File: src/rtl/wave_copy_sequencer.sv
// ---------------------------------------------------------------------------
// wave_copy_sequencer
//
// Copies a block of samples from main memory into up to NUM_DEST destination
// BRAM write ports. Requesters are served round-robin. The granted requester's
// source base, sample count and destination mask are captured at grant time.
// Reads are issued one per cycle. The read index travels alongside the
// main-memory read latency, so each returning sample is written to the same
// index in every selected destination.
//
// Ports
//   clk_in, rst_in      clock (rising edge) and asynchronous active-high reset
//   req_in              level copy requests, held until granted
//   src_base_in         per-requester main-memory base address
//   width_in            per-requester sample count (0 = empty copy)
//   dest_mask_in        per-requester destination select
//   abort_in            terminates the active copy
//   grant_out           one-hot grant pulse, one cycle
//   busy_out            high whenever not idle
//   done_out            one-cycle completion pulse
//   aborted_out         qualifies done_out when the copy was aborted
//   mmem_addr_out/_en   main-memory read port
//   mmem_data_in        main-memory read data, READ_LATENCY cycles after en
//   wr_addr_out         destination write address, shared by all destinations
//   wr_data_out         destination write data (mmem_data_in passed through)
//   wr_en_out           per-destination write enable
//   checksum_out        sum of samples written by the current/last copy
//
// Build option
//   WAVE_COPY_CHECKSUM_EN  when defined, builds the checksum accumulator;
//                          otherwise checksum_out is tied to zero.
// ---------------------------------------------------------------------------
module wave_copy_sequencer #(
  parameter int NUM_REQ         = 2,
  parameter int NUM_DEST        = 6,
  parameter int SAMPLE_WIDTH    = 16,
  parameter int WW_WIDTH        = 18,
  parameter int MMEM_ADDR_WIDTH = 18,
  parameter int READ_LATENCY    = 2
) (
  input  logic                                        clk_in,
  input  logic                                        rst_in,
  input  logic [NUM_REQ-1:0]                          req_in,
  input  logic [NUM_REQ-1:0][MMEM_ADDR_WIDTH-1:0]     src_base_in,
  input  logic [NUM_REQ-1:0][WW_WIDTH-1:0]            width_in,
  input  logic [NUM_REQ-1:0][NUM_DEST-1:0]            dest_mask_in,
  input  logic                                        abort_in,
  output logic [NUM_REQ-1:0]                          grant_out,
  output logic                                        busy_out,
  output logic                                        done_out,
  output logic                                        aborted_out,
  output logic [MMEM_ADDR_WIDTH-1:0]                  mmem_addr_out,
  output logic                                        mmem_en_out,
  input  logic [SAMPLE_WIDTH-1:0]                     mmem_data_in,
  output logic [WW_WIDTH-1:0]                         wr_addr_out,
  output logic [SAMPLE_WIDTH-1:0]                     wr_data_out,
  output logic [NUM_DEST-1:0]                         wr_en_out,
  output logic [SAMPLE_WIDTH+WW_WIDTH-1:0]            checksum_out
);

  localparam int RW = (NUM_REQ > 1) ? $clog2(NUM_REQ) : 1;
  localparam int CW = SAMPLE_WIDTH + WW_WIDTH;

  typedef enum logic [1:0] {
    ST_IDLE  = 2'd0,
    ST_READ  = 2'd1,
    ST_DRAIN = 2'd2,
    ST_DONE  = 2'd3
  } state_t;

  state_t                       state_q;
  state_t                       state_d;

  logic [RW-1:0]                rr_ptr_q;
  logic [RW-1:0]                gnt_idx;
  logic [RW-1:0]                next_ptr;
  logic                         gnt_found;
  logic [RW:0]                  cand;
  logic [RW:0]                  ptr_inc;

  logic                         grant_fire;
  logic                         abort_fire;
  logic                         last_rd;
  logic                         drain_last;

  logic [MMEM_ADDR_WIDTH-1:0]   base_q;
  logic [WW_WIDTH-1:0]          width_q;
  logic [NUM_DEST-1:0]          mask_q;
  logic [WW_WIDTH-1:0]          idx_q;
  logic [2:0]                   drain_cnt_q;
  logic                         aborted_q;
  logic [NUM_REQ-1:0]           grant_q;

  logic                         vld_p [READ_LATENCY];
  logic [WW_WIDTH-1:0]          idx_p [READ_LATENCY];
  logic                         wr_vld;

  // Round-robin pick: scan upward from the pointer, wrapping at NUM_REQ.
  // One extra bit on the candidate keeps the wrap test exact for any NUM_REQ.
  always_comb begin
    gnt_found = 1'b0;
    gnt_idx   = '0;
    cand      = '0;
    for (int i = 0; i < NUM_REQ; i++) begin
      cand = {1'b0, rr_ptr_q} + (RW+1)'(i);
      if (cand >= (RW+1)'(NUM_REQ)) begin
        cand = cand - (RW+1)'(NUM_REQ);
      end
      if (!gnt_found && req_in[cand[RW-1:0]]) begin
        gnt_found = 1'b1;
        gnt_idx   = cand[RW-1:0];
      end
    end
  end

  always_comb begin
    ptr_inc = {1'b0, gnt_idx} + (RW+1)'(1);
    if (ptr_inc >= (RW+1)'(NUM_REQ)) begin
      ptr_inc = '0;
    end
    next_ptr = ptr_inc[RW-1:0];
  end

  // Next-state logic
  always_comb begin
    state_d    = state_q;
    grant_fire = (state_q == ST_IDLE) && gnt_found;
    abort_fire = ((state_q == ST_READ) || (state_q == ST_DRAIN)) && abort_in;
    last_rd    = (idx_q == (width_q - WW_WIDTH'(1)));
    drain_last = (drain_cnt_q == 3'(READ_LATENCY - 1));
    case (state_q)
      ST_IDLE: begin
        if (gnt_found) begin
          state_d = (width_in[gnt_idx] == '0) ? ST_DONE : ST_READ;
        end
      end
      ST_READ: begin
        if (abort_in) begin
          state_d = ST_DONE;
        end else if (last_rd) begin
          state_d = ST_DRAIN;
        end
      end
      ST_DRAIN: begin
        if (abort_in || drain_last) begin
          state_d = ST_DONE;
        end
      end
      ST_DONE: begin
        state_d = ST_IDLE;
      end
      default: begin
        state_d = ST_IDLE;
      end
    endcase
  end

  always_ff @(posedge clk_in or posedge rst_in) begin
    if (rst_in) begin
      state_q <= ST_IDLE;
    end else begin
      state_q <= state_d;
    end
  end

  // Control registers: pointer, read index, drain counter, abort flag, grant
  always_ff @(posedge clk_in or posedge rst_in) begin
    if (rst_in) begin
      rr_ptr_q    <= '0;
      idx_q       <= '0;
      drain_cnt_q <= '0;
      aborted_q   <= 1'b0;
      grant_q     <= '0;
    end else begin
      grant_q <= '0;
      if (grant_fire) begin
        grant_q     <= NUM_REQ'(1) << gnt_idx;
        rr_ptr_q    <= next_ptr;
        idx_q       <= '0;
        drain_cnt_q <= '0;
        aborted_q   <= 1'b0;
      end
      if (state_q == ST_READ) begin
        idx_q <= idx_q + WW_WIDTH'(1);
      end
      if (state_q == ST_DRAIN) begin
        drain_cnt_q <= drain_cnt_q + 3'd1;
      end
      if (abort_fire) begin
        aborted_q <= 1'b1;
      end
    end
  end

  // Copy descriptor, captured once per grant and held while busy
  always_ff @(posedge clk_in) begin
    if (grant_fire) begin
      base_q  <= src_base_in[gnt_idx];
      width_q <= width_in[gnt_idx];
      mask_q  <= dest_mask_in[gnt_idx];
    end
  end

  // Read-latency pipeline, p0 = issue edge; valid is flushed on abort so no
  // write emerges after the copy has been terminated.
  always_ff @(posedge clk_in or posedge rst_in) begin
    if (rst_in) begin
      for (int i = 0; i < READ_LATENCY; i++) begin
        vld_p[i] <= 1'b0;
      end
    end else if (abort_fire) begin
      for (int i = 0; i < READ_LATENCY; i++) begin
        vld_p[i] <= 1'b0;
      end
    end else begin
      vld_p[0] <= (state_q == ST_READ);
      for (int i = 1; i < READ_LATENCY; i++) begin
        vld_p[i] <= vld_p[i-1];
      end
    end
  end

  always_ff @(posedge clk_in) begin
    idx_p[0] <= idx_q;
    for (int i = 1; i < READ_LATENCY; i++) begin
      idx_p[i] <= idx_p[i-1];
    end
  end

  // Output stage: write strobes align with the returning read data
  assign wr_vld        = vld_p[READ_LATENCY-1];
  assign busy_out      = (state_q != ST_IDLE);
  assign done_out      = (state_q == ST_DONE);
  assign aborted_out   = done_out && aborted_q;
  assign grant_out     = grant_q;
  assign mmem_en_out   = (state_q == ST_READ);
  assign mmem_addr_out = mmem_en_out ? (base_q + MMEM_ADDR_WIDTH'(idx_q)) : '0;
  assign wr_en_out     = wr_vld ? mask_q : '0;
  assign wr_addr_out   = wr_vld ? idx_p[READ_LATENCY-1] : '0;
  assign wr_data_out   = wr_vld ? mmem_data_in : '0;

`ifdef WAVE_COPY_CHECKSUM_EN
  logic [CW-1:0] csum_q;

  always_ff @(posedge clk_in or posedge rst_in) begin
    if (rst_in) begin
      csum_q <= '0;
    end else if (grant_fire) begin
      csum_q <= '0;
    end else if (wr_vld && (|mask_q)) begin
      csum_q <= csum_q + CW'(mmem_data_in);
    end
  end

  assign checksum_out = csum_q;
`else
  assign checksum_out = '0;
`endif

endmodule

File: config.mk
export PLATFORM = sky130hd
export DESIGN_NAME = wave_copy_sequencer
export DESIGN_NICKNAME = d
export VERILOG_FILES = /design/src/rtl/wave_copy_sequencer.sv
export SDC_FILE = /design/constraint.sdc
export NUM_CORES = 1
export LEC_CHECK = 0
export BUFFER_PORTS_ARGS = -buffer_cell sky130_fd_sc_hd__buf_2
export CAP_MARGIN = 25
export CORE_MARGIN = 1.5
export CORE_UTILIZATION = 40
export CTS_BUF_LIST = sky130_fd_sc_hd__clkbuf_2 sky130_fd_sc_hd__clkbuf_4 sky130_fd_sc_hd__clkbuf_8
export DETAILED_ROUTE_END_ITERATION = 16
export GPL_TIMING_DRIVEN = 0
export PLACE_DENSITY = 0.65
export SYNTH_ARGS = -nofsm -noshare
export SYNTH_HDL_FRONTEND = slang
export SYNTH_SLANG_ARGS = --single-unit
export TNS_END_PERCENT = 1
File: constraint.sdc
create_clock -name clk_in -period 3.5 [get_ports clk_in]
set_clock_uncertainty 0.15 [all_clocks]
set_input_delay 0.175 -clock clk_in [delete_from_list [all_inputs] [get_ports clk_in]]
set_output_delay 0.175 -clock clk_in [all_outputs]
set_load 0.01 [all_outputs]
==> results.py <==
metrics = {
    "status": {
        "status": "completed",
    },
    "synth": {
        "yosys_warnings": 0,
        "async_reset_ff_share_pct": 27.10,
        "synth_cell_types": 63,
        "syn_inst": 573,
        "ys_ff_latch": 107,
        "synthFlopType": "edfxtp_1",
        "synthesis.area_um2": 5991,
        "synth_edf_count": 42,
        "syn_avg_cell_area_um2": 10.46,
        "ys_seq_area_share_pct": 45.20,
    },
    "sta": {
        "fmax_mhz": 289.7,
        "final-hold-violation-count": 0,
        "relSlewSlack_pct": 50.05,
        "fin_crit_sh_pct": 98.62,
        "fin_ws_ps": 48.29,
        "drv_slew": 0,
        "grt_setup_unrepaired": "true",
        "finalSetupTns_ps": 0,
        "holdWs_ps": 136.2,
        "setup-violations-final": 0,
        "fin_crit_ps": 3452,
        "tightest_slew_ps": 744.3,
    },
    "layout": {
        "n_antenna_cell": 0,
        "syn_to_final_growth_pct": 40.91,
        "multi_input_area_um2": 3072,
        "postLayoutCoreUtil_pct": 57.86,
        "seqCellArea_um2": 2710,
        "drive_above_1_share_pct": 33.37,
        "fin_nets": 1013,
        "num-fill-cells": 1245,
    },
    "power": {
        "power_leakage_nw": 3.812,
        "p_sw_mw": 1.700,
        "ir_drop_mv": 0.2439,
        "combPwrFrac_pct": 41.4,
        "p_per_area_nw_per_um2": 530.0,
        "swShare_pct": 38.00,
        "seqPwrFrac_pct": 40.1,
        "p_total_mw": 4.474,
        "p_clk_share_pct": 18.5,
        "internal_power_mw": 2.774,
    },
    "route": {
        "drc": 0,
        "viasPerCell": 4.960,
        "avgRoutedWirePerCell_um": 14.56,
        "first_iter_violations": 182,
        "dr.pass1.iters": 5,
        "num_vias": 5312,
        "antenna_left": 0,
        "totalWireLength_mm": 15.60,
    },
    "worst_setup_path": {
        "r2r_slack_ps": 150,
        "r2r-end": "state_q[1]$_DFFE_PP0P_",
        "worst-setup-path-type": "reg -> out",
        "cp-start-kind": "register",
        "critPathMaxFanout": 5,
        "end_kind": "output port",
        "r2r_cells": 9,
        "cp.required_ps": 3170,
        "startpoint": "idx_q[0]$_DFFE_PP0P_",
        "critPathArrivalTime_ps": 3130,
        "timing.rr.start": "width_q[0]$_DFFE_PP_",
        "endpoint": "mmem_addr_out[16]",
    },
    "global_routing": {
        "met3_usage_pct": 3.124,
        "grtUsageTotal_pct": 20.10,
        "met2_usage_pct": 35.52,
        "grt_max_degree": 30,
        "first_global_vias": 5179,
        "antenna_found_initial": 0,
        "grt-ovfl-total": 0,
        "use_met1_pct": 24.86,
        "grt-busiest-layer": "met2",
        "grt_pass1_wl_mm": 25.22,
    },
    "min_path": {
        "hp-class": "in -> async",
    },
    "clock_tree": {
        "htreeDepth": 3,
        "numCtsBuffers": 9,
        "clock_latency_ps": 400,
        "cts_tree": "yes",
        "clockRootBuffer": "clkbuf_8",
        "cts_sinks": 107,
        "clk_pin_slew_worst_paths_ps": 120,
        "clock_path_buffers": 2,
    },
    "die": {
        "die_x_um": 125.4,
        "start_util_pct": 41.06,
        "rows": 44,
        "pin_count": 203,
        "die_h_um": 125.4,
        "core_um2": 14590,
        "die_area_um2": 15720,
    },
    "flow_run": {
        "cap_viol_max_count": 0,
    },
    "placement": {
        "routabilityCongestion": 0.8426,
        "port_buffers": 168,
        "pre_cts_ws_ps": -179.0,
        "place_hpwl_mm": 11.21,
    },
}
## cells in the mapped netlist, types with 2 or more instances
cell type / n / share of area (%)
a21boi_0: 2 / 0.25
a21o_1: 5 / 0.63
a21oi_1: 17 / 1.4
a311o_1: 2 / 0.33
a31oi_1: 3 / 0.31
and2_1: 52 / 5.4
and3_1: 3 / 0.31
and4_1: 2 / 0.29
buf_4: 34 / 4.3
clkbuf_1: 15 / 0.94
dfrtp_1: 29 / 12
dfxtp_1: 36 / 12
edfxtp_1: 42 / 21
ha_1: 25 / 5.2
inv_1: 16 / 1.0
mux2_2: 43 / 8.1
mux2i_1: 9 / 1.5
nand2_1: 30 / 1.9
nand2b_1: 7 / 0.73
nand3_1: 18 / 1.5
nand4_1: 10 / 1.0
nor2_1: 30 / 1.9
nor2b_1: 5 / 0.52
nor3_1: 11 / 0.92
nor4_1: 11 / 1.1
nor4b_1: 2 / 0.29
o2111ai_1: 2 / 0.29
o211ai_1: 7 / 0.88
o21ai_0: 24 / 2.0
o21ai_1: 2 / 0.17
o31ai_1: 6 / 0.75
or2_2: 2 / 0.21
or3_1: 5 / 0.52
or4_1: 5 / 0.63
xnor2_1: 17 / 2.5
xor2_1: 17 / 2.5
## final cells by class
cell class,count,area share (%)
well taps,184,2.727
plain buffers,51,3.868
clock buffers,9,1.467
inverters,17,0.7559
clock inverters,7,1.171
repair buffers,265,21.52
flip-flops and latches,107,32.10
multi-input cells,431,36.39
## registers in the layout, indices dropped and copies added (netlist names)
register / cells
aborted_q: 1
base_q: 18
drain_cnt_q: 3
grant_out: 2
idx_p: 36
idx_q: 18
mask_q: 6
rr_ptr_q: 1
state_q: 2
vld_p: 1
width_q: 18
wr_vld: 1
## stage by stage
stage	instance area, µm²	instances
floorplan	6115	606
global placement	7186	958
detailed placement	7233	960
CTS	8353	1062
global route	8442	1071
finish	8442	1071
## cells by family (layout without fill, tap and decap cells)
family | count (synthesis) | after routing | share of synthesized area (%)
AOI/OAI and AO/OA | 82 | 82 | 8.960
xor gates and xnor gates | 34 | 34 | 4.971
adders and majority gates | 26 | 26 | 5.556
buffers and inverters | 68 | 349 | 6.516
DFF | 107 | 107 | 45.20
muxes | 53 | 53 | 9.837
other | 1 | 34 | 0.06260
and+or+nand+nor | 202 | 202 | 18.90
## metal layers
metal  part of all wire [%]  routed length [µm]
met5                      0                   0
met4                    1.8                 286
met3                    5.1                 800
met2                     49                7694
met1                     44                6815
## worst min-delay path by stage
| stage | slack (ps) | cells after the start | endpoint |
|---|---|---|---|
| floorplan | 100 | 1 | aborted_q$_DFFE_PP0P_ |
| finish | 140 | 3 | aborted_q$_DFFE_PP0P_ |
| detailed placement | 20 | 2 | aborted_q$_DFFE_PP0P_ |
| CTS | 130 | 3 | aborted_q$_DFFE_PP0P_ |
| global placement | 160 | 0 | idx_p[0][33]$_DFF_P_ |
| global route | 170 | 3 | aborted_q$_DFFE_PP0P_ |
## what timing repair did
item	CTS	global route
buffers inserted	0	8
setup endpoints to repair	5	4
endpoints found under the hold margin	74	0
hold buffers	86	0
pin swaps	2	4
gates resized for setup	7	7
## power groups by stage
stage                     clock [mW]  sequential, mW  combinational, mW
after floorplan                    0            1.76               1.11
after global placement             0            1.83               1.56
after detailed placement           0            1.83               1.63
after CTS                      0.849            1.80               1.77
after global routing           0.901            1.83               2.04
final                          0.830            1.79               1.85
## worst max-delay path, stage by stage, from the launching register on
cell	delay [ps]
dfrtp_2	470
ha_2	210
fa_2	370
a21oi_2	130
nor2b_1	70
a311o_1	420
a31oi_4	230
or3_1	140
nor3b_4	190
a21oi_1	100
mux2i_1	220
buf_2	170
## layout by cell type (no fill, tap or decap), drive strengths merged, types with 12 or more instances in the layout
cell | netlist | layout
a21oi | 17 | 17
xor2 | 17 | 17
inv | 16 | 20
nor4 | 12 | 12
nand3 | 19 | 19
mux2 | 44 | 44
dfrtp | 29 | 29
nor2 | 30 | 30
nand2 | 30 | 30
o21ai | 27 | 27
dfxtp | 36 | 36
dlygate4sd3 | 0 | 86
clkbuf | 15 | 24
edfxtp | 42 | 42
ha | 25 | 25
buf | 36 | 215
and2 | 52 | 52
xnor2 | 17 | 17
conb | 1 | 34
No activity file was read; power rests on OpenSTA's default activity.
